### config.mk
export PLATFORM = sky130hd
export DESIGN_NAME = wb_port_arbiter
export DESIGN_NICKNAME = d
export VERILOG_FILES = /design/src/rtl/wb_pkg.sv /design/src/rtl/wb_md_buffer.sv /design/src/rtl/wb_port_arbiter.sv
export SDC_FILE = /design/constraint.sdc
export NUM_CORES = 1
export LEC_CHECK = 0
export CORE_AREA = 2 2 94 96
export DETAILED_ROUTE_END_ITERATION = 8
export DIE_AREA = 0 0 96 98
export GPL_ROUTABILITY_DRIVEN = 0
export PLACE_DENSITY = 0.92
export SLEW_MARGIN = 10
export SYNTH_ARGS = -nofsm -noshare
export SYNTH_HDL_FRONTEND = slang
export SYNTH_SLANG_ARGS = --single-unit
### constraint.sdc
create_clock -name Clk -period 3.3 [get_ports Clk]
set_input_delay 0.66 -clock Clk [delete_from_list [all_inputs] [get_ports Clk]]
set_output_delay 0.66 -clock Clk [all_outputs]
set_load 0.1 [all_outputs]
### src/rtl/wb_pkg.sv
// Shared definitions for the writeback write-port arbiter: FSM states,
// writeback source-select encodings and the hard-wired zero register.
package wb_pkg;

    typedef enum logic [1:0] {
        IDLE  = 2'd0,
        HELD  = 2'd1,
        DRAIN = 2'd2
    } wb_state_e;

    // {wb_sel_2, wb_sel_1}; 2'b11 is never produced
    localparam logic [1:0] SRC_ALU = 2'b00;
    localparam logic [1:0] SRC_MEM = 2'b01;
    localparam logic [1:0] SRC_MD  = 2'b10;

    localparam int ZERO_REG = 0;

    // Source code for an in-order pipeline write
    function automatic logic [1:0] pipe_src(input logic mem_to_reg);
        return mem_to_reg ? SRC_MEM : SRC_ALU;
    endfunction

endpackage

### src/rtl/wb_md_buffer.sv
// One-entry holding register for a deferred mul/div result. Tracks how many
// consecutive cycles the entry has lost the write port to the pipeline.
module wb_md_buffer
    import wb_pkg::*;
#(
    parameter int DATA_W     = 32,
    parameter int ADDR_W     = 5,
    parameter int STARVE_MAX = 3
) (
    input  logic              clk_i,
    input  logic              rst_ni,
    input  logic              load_i,
    input  logic              clr_i,
    input  logic              inc_i,
    input  logic [ADDR_W-1:0] addr_i,
    input  logic [DATA_W-1:0] data_i,
    output logic [ADDR_W-1:0] addr_o,
    output logic [DATA_W-1:0] data_o,
    output logic              last_o
);

    localparam int AGE_W = $clog2(STARVE_MAX + 1);
    localparam logic [AGE_W-1:0] AGE_SAT = '1;

    logic              valid_q;
    logic [AGE_W-1:0]  age_q;
    logic [ADDR_W-1:0] addr_q;
    logic [DATA_W-1:0] data_q;

    // Occupancy flag and saturating starvation age; load restarts the age
    always_ff @(posedge clk_i or negedge rst_ni) begin
        if (!rst_ni) begin
            valid_q <= 1'b0;
            age_q   <= '0;
        end else if (load_i) begin
            valid_q <= 1'b1;
            age_q   <= '0;
        end else if (clr_i) begin
            valid_q <= 1'b0;
            age_q   <= '0;
        end else if (inc_i && (age_q != AGE_SAT)) begin
            age_q   <= age_q + 1'b1;
        end
    end

    // Payload only needs capturing; its content is meaningless while empty
    always_ff @(posedge clk_i) begin
        if (load_i) begin
            addr_q <= addr_i;
            data_q <= data_i;
        end
    end

    assign addr_o = addr_q;
    assign data_o = data_q;
    // One more lost cycle would reach the starvation limit
    assign last_o = valid_q && ((int'(age_q) + 1) == STARVE_MAX);

endmodule

### src/rtl/wb_port_arbiter.sv
// Writeback write-port arbiter: shares the register-file write port between
// the in-order pipeline and the mul/div unit, parking a colliding mul/div
// result in a one-entry buffer and forcing a one-cycle drain stall if the
// pipeline keeps winning for STARVE_MAX cycles.
module wb_port_arbiter
    import wb_pkg::*;
#(
    parameter int DATA_W     = 32,
    parameter int ADDR_W     = 5,
    parameter int STARVE_MAX = 3
) (
    input  logic              Clk,
    input  logic              Reset_n,
    input  logic              pipe_wr_en,
    input  logic              pipe_mem_to_reg,
    input  logic [ADDR_W-1:0] pipe_wr_addr,
    input  logic [DATA_W-1:0] alu_data,
    input  logic [DATA_W-1:0] mem_data,
    input  logic              md_valid,
    input  logic [ADDR_W-1:0] md_wr_addr,
    input  logic [DATA_W-1:0] md_data,
    output logic              md_ready,
    output logic              rf_wr_en,
    output logic [ADDR_W-1:0] rf_wr_addr,
    output logic [DATA_W-1:0] rf_wr_data,
    output logic              wb_sel_1,
    output logic              wb_sel_2,
    output logic              pipe_stall,
    output logic              md_pending
);

    wb_state_e         state_q, state_d;

    logic              buf_load, buf_clr, buf_inc, buf_last;
    logic [ADDR_W-1:0] buf_addr;
    logic [DATA_W-1:0] buf_data;

    logic              wr_d;
    logic [ADDR_W-1:0] waddr_d;
    logic [DATA_W-1:0] wdata_d;
    logic [1:0]        wsel_d;

    logic              rf_wr_en_q;
    logic [ADDR_W-1:0] rf_wr_addr_q;
    logic [DATA_W-1:0] rf_wr_data_q;
    logic [1:0]        wsel_q;

    logic [DATA_W-1:0] pipe_data;

    assign pipe_data = pipe_mem_to_reg ? mem_data : alu_data;

    wb_md_buffer #(
        .DATA_W     (DATA_W),
        .ADDR_W     (ADDR_W),
        .STARVE_MAX (STARVE_MAX)
    ) u_md_buffer (
        .clk_i  (Clk),
        .rst_ni (Reset_n),
        .load_i (buf_load),
        .clr_i  (buf_clr),
        .inc_i  (buf_inc),
        .addr_i (md_wr_addr),
        .data_i (md_data),
        .addr_o (buf_addr),
        .data_o (buf_data),
        .last_o (buf_last)
    );

    // FSM state register
    always_ff @(posedge Clk or negedge Reset_n) begin
        if (!Reset_n) begin
            state_q <= IDLE;
        end else begin
            state_q <= state_d;
        end
    end

    // Next state, buffer control and the write the port performs this cycle
    always_comb begin
        state_d  = state_q;
        wr_d     = 1'b0;
        waddr_d  = '0;
        wdata_d  = '0;
        wsel_d   = SRC_ALU;
        buf_load = 1'b0;
        buf_clr  = 1'b0;
        buf_inc  = 1'b0;
        unique case (state_q)
            IDLE: begin
                if (pipe_wr_en) begin
                    wr_d    = 1'b1;
                    waddr_d = pipe_wr_addr;
                    wdata_d = pipe_data;
                    wsel_d  = pipe_src(pipe_mem_to_reg);
                    // Same destination: the pipeline result is younger, so md is dropped
                    if (md_valid && (md_wr_addr != pipe_wr_addr)) begin
                        buf_load = 1'b1;
                        state_d  = HELD;
                    end
                end else if (md_valid) begin
                    wr_d    = 1'b1;
                    waddr_d = md_wr_addr;
                    wdata_d = md_data;
                    wsel_d  = SRC_MD;
                end
            end
            HELD: begin
                if (!pipe_wr_en) begin
                    wr_d    = 1'b1;
                    waddr_d = buf_addr;
                    wdata_d = buf_data;
                    wsel_d  = SRC_MD;
                    buf_clr = 1'b1;
                    state_d = IDLE;
                end else begin
                    wr_d    = 1'b1;
                    waddr_d = pipe_wr_addr;
                    wdata_d = pipe_data;
                    wsel_d  = pipe_src(pipe_mem_to_reg);
                    if (pipe_wr_addr == buf_addr) begin
                        // Held result is overwritten by a younger one; never write it
                        buf_clr = 1'b1;
                        state_d = IDLE;
                    end else begin
                        buf_inc = 1'b1;
                        if (buf_last) begin
                            state_d = DRAIN;
                        end
                    end
                end
            end
            DRAIN: begin
                wr_d    = 1'b1;
                waddr_d = buf_addr;
                wdata_d = buf_data;
                wsel_d  = SRC_MD;
                buf_clr = 1'b1;
                state_d = IDLE;
            end
            default: begin
                state_d = IDLE;
            end
        endcase
    end

    // Moore handshake and status outputs
    always_comb begin
        md_ready   = (state_q == IDLE);
        md_pending = (state_q != IDLE);
        pipe_stall = (state_q == DRAIN);
    end

    // Registered write port; writes to the zero register are squashed
    always_ff @(posedge Clk or negedge Reset_n) begin
        if (!Reset_n) begin
            rf_wr_en_q   <= 1'b0;
            rf_wr_addr_q <= '0;
            rf_wr_data_q <= '0;
            wsel_q       <= SRC_ALU;
        end else begin
            rf_wr_en_q <= wr_d && (waddr_d != ADDR_W'(ZERO_REG));
            if (wr_d) begin
                rf_wr_addr_q <= waddr_d;
                rf_wr_data_q <= wdata_d;
                wsel_q       <= wsel_d;
            end
        end
    end

    assign rf_wr_en   = rf_wr_en_q;
    assign rf_wr_addr = rf_wr_addr_q;
    assign rf_wr_data = rf_wr_data_q;
    assign wb_sel_1   = wsel_q[0];
    assign wb_sel_2   = wsel_q[1];

endmodule
==> run_results.csv <==
group,metric,value,unit
sta,rsz0062_at_grt,"no",
routing,routed_wl,10600,um
finish,fin_area,5560,um^2
global_routing,grt_use_total,22.3,%
sta,fin_crit,2540,ps
synth,synth_area,3880,um^2
synth,yosysSeqAreaShare,57.7,%
routing,vias,3354,
floorplan,dieArea,9410,um^2
power_and_ir_drop,powerDensity,1120,nW/um^2
cts,cts_resized,0,
status,status,"finished, final reports clean",
place,placed_area,5370,um^2
global_routing,grt_pass1_wl,16400,um
worst_setup_path,critical_path.max_fanout,19,
cts,clk_latency,340,ps
floorplan,die_w,96,um
floorplan,io_pins,154,
cts,htree_num_levels,3,
sta,skew,9.07,ps
synth,ys_types,27,
sta,finalHoldViolCount,0,
synth,synthCells,346,
synth,synth-edff-count,37,
synth,yosysWarnings,0,
cts,cts_tree,"built",
global_routing,gr-total-overflow,0,
synth,syn_avg_cell_area,11.2,um^2
routing,first_pass_iters,5,
routing,routedWlPerCell,17.5,um
global_routing,antenna_found_initial,0,
global_routing,grt_pass1_vias,3346,
finish,drive_gt1_share,14.3,%
floorplan,fp.coreArea,8470,um^2
finish,antennaDiodeCount,0,
job,drv_cap,0,
routing,antenna_left,0,
cts,cts_buffers,9,
power_and_ir_drop,p_total,6.23,mW
cts,cts_max_path_buffers,2,
power_and_ir_drop,ir_drop,0.000905,V
routing,avgViaCountPerCell,5.54,
finish,areaGrowthSynthToFinish,43.5,%
finish,nets,609,
synth,ys_seq_elements,82,
cts,cts.sinks,82,
cts,clk_pin_slew,80,ps
floorplan,start_util,45.8,%
synth,synth_flop_cell,"dfrtp_1",
sta,max-slew-margin-rel,30.5,%
routing,drc,0,
worst_setup_path,required,3510,ps
floorplan,fp.dieH,98,um
worst_setup_path,start_kind,"flip-flop",
cts,root_buffer,"clkbuf_8",
worst_setup_path,setup.worst_path.class,"flip-flop to flip-flop",
sta,setup-violations-final,0,
place,dpl.hpwl,7760,um
routing,drt-initial-drc-count,234,
cts,post_cts_buffers,0,
place,io_buffers,153,
global_routing,grt_max_degree,80,
sta,fin_crit_sh,77.0,%
worst_setup_path,cp.arrival,2750,ps
worst_setup_path,end_kind,"flip-flop",
sta,tns,0,ps
synth,synthArstFlopShare,54.9,%
cts,cts_hold_buf,0,
hold_path,hp-class,"input port to asynchronous set/reset pin",
power_and_ir_drop,p_leak,2.29,nW
sta,max_freq,394,MHz
sta,finalMaxSlewViolations,0,
sta,tightest_slew,1040,ps
floorplan,num_rows,34,
synth,synth_nets,463,
[synth_stat cells, types with 2 or more instances]
library cell,instances,area share [%]
a211oi_1,2,0.39
a222oi_1,5,1.3
dfrtp_1,45,29
xnor2_1,6,1.4
ha_1,6,1.9
buf_2,14,1.8
buf_6,2,0.58
mux2i_1,33,8.5
inv_1,8,0.77
nand2_1,5,0.48
a21o_1,3,0.58
edfxtp_1,37,29
xor2_1,5,1.1
a221oi_1,32,7.2
o21ai_0,5,0.65
nor2_1,76,7.4
nand3_1,3,0.39
a21oi_1,43,5.6
clkbuf_1,8,0.77
[cell usage in the layout, fill, tap and decap left out]
cell type,count
o21ai_0,5
inv_2,1
and3_4,1
inv_1,8
xor2_1,5
clkbuf_8,12
a21o_1,3
o211ai_1,1
nor3_1,1
xnor2_1,6
o2111ai_1,1
clkdlybuf4s50_1,108
a222oi_1,5
buf_4,48
dfrtp_1,45
nor2_1,76
nand3_1,3
a221oi_1,32
ha_1,6
buf_12,1
a21oi_1,43
o21ai_2,1
nand2_1,5
buf_2,2
mux2i_1,33
clkinvlp_4,2
edfxtp_1,37
a211oi_1,2
o21a_1,1
a21oi_4,1
clkinv_2,2
[kinds of logic after synthesis]
| kind of cell | share of synthesized area [%] |
|---|---|
| AOI/OAI and AO/OA | 16.7 |
| muxes | 8.52 |
| buffers and inverters | 4.03 |
| DFF | 57.7 |
| and+or+nand+nor | 8.65 |
| adders and majority gates | 1.94 |
| xor gates and xnor gates | 2.49 |
[worst max-delay path, cell delays in order, from the launching register on]
cell and delay (ps):
dfrtp_1 390, inv_1 90, ha_1 330, o21ai_2 780, buf_4 340, nor2_1 70
a221oi_1 250, a21oi_1 130
[cell type report]
type	count	area [um^2]
tap	108	135
timing repair buffer	159	1470
multi-input combinational	231	1490
clock buffer	12	165
sequential	82	2240
clock inverter	4	25.0
fill	655	2900
inverter	9	33.8
[routing by layer]
metal  vias up  GRT usage (%)  wire, um
li1       1572              -         -
met1      1591           28.7      4230
met2       172           36.7      5290
met3        19           5.17       861
met4         0           7.91       197
met5         -              0         0
[state kept, by name, summed over array words and instances, names as in the netlist]
name and flops:
wsel_q 2, rf_wr_addr 5, u_md_buffer.data_o 32, u_md_buffer.addr_o 5, u_md_buffer.valid_q 1, state_q 2, rf_wr_en 1, rf_wr_data 32
u_md_buffer.age_q 2
[final timing paths]
check                           cells past startpoint           start  slack [ps]                   end
worst min register to register                      2  rf_wr_data[30]         530        rf_wr_data[30]
worst max register to register                      7      state_q[0]         760        rf_wr_data[10]
worst max-delay path                                7      state_q[0]         760        rf_wr_data[10]
max in group asynchronous                           1         Reset_n        2150        rf_wr_data[10]
min in group Clk                                    2  rf_wr_data[30]         530        rf_wr_data[30]
worst min-delay path                                1         Reset_n         500  u_md_buffer.age_q[0]
[power breakdown]
group          switching, mW  internal (mW)
combinational           2.97          0.929
clock                  0.356          0.333
sequential             0.201           1.44
total                   3.53           2.70
[metrics by stage]
step           hold slack (ps)  worst slack, ps  utilization, %  std cells
3_5_place_dp               518              647            63.4        589
3_3_place_gp               493              745            63.4        589
4_1_cts                    520              779            65.7        605
2_1_floorplan              364              401               -        346
5_1_grt                    565              597            65.7        605
6_report                   498              760            65.7        605
Note: power is estimated with default switching activity, not from simulation.
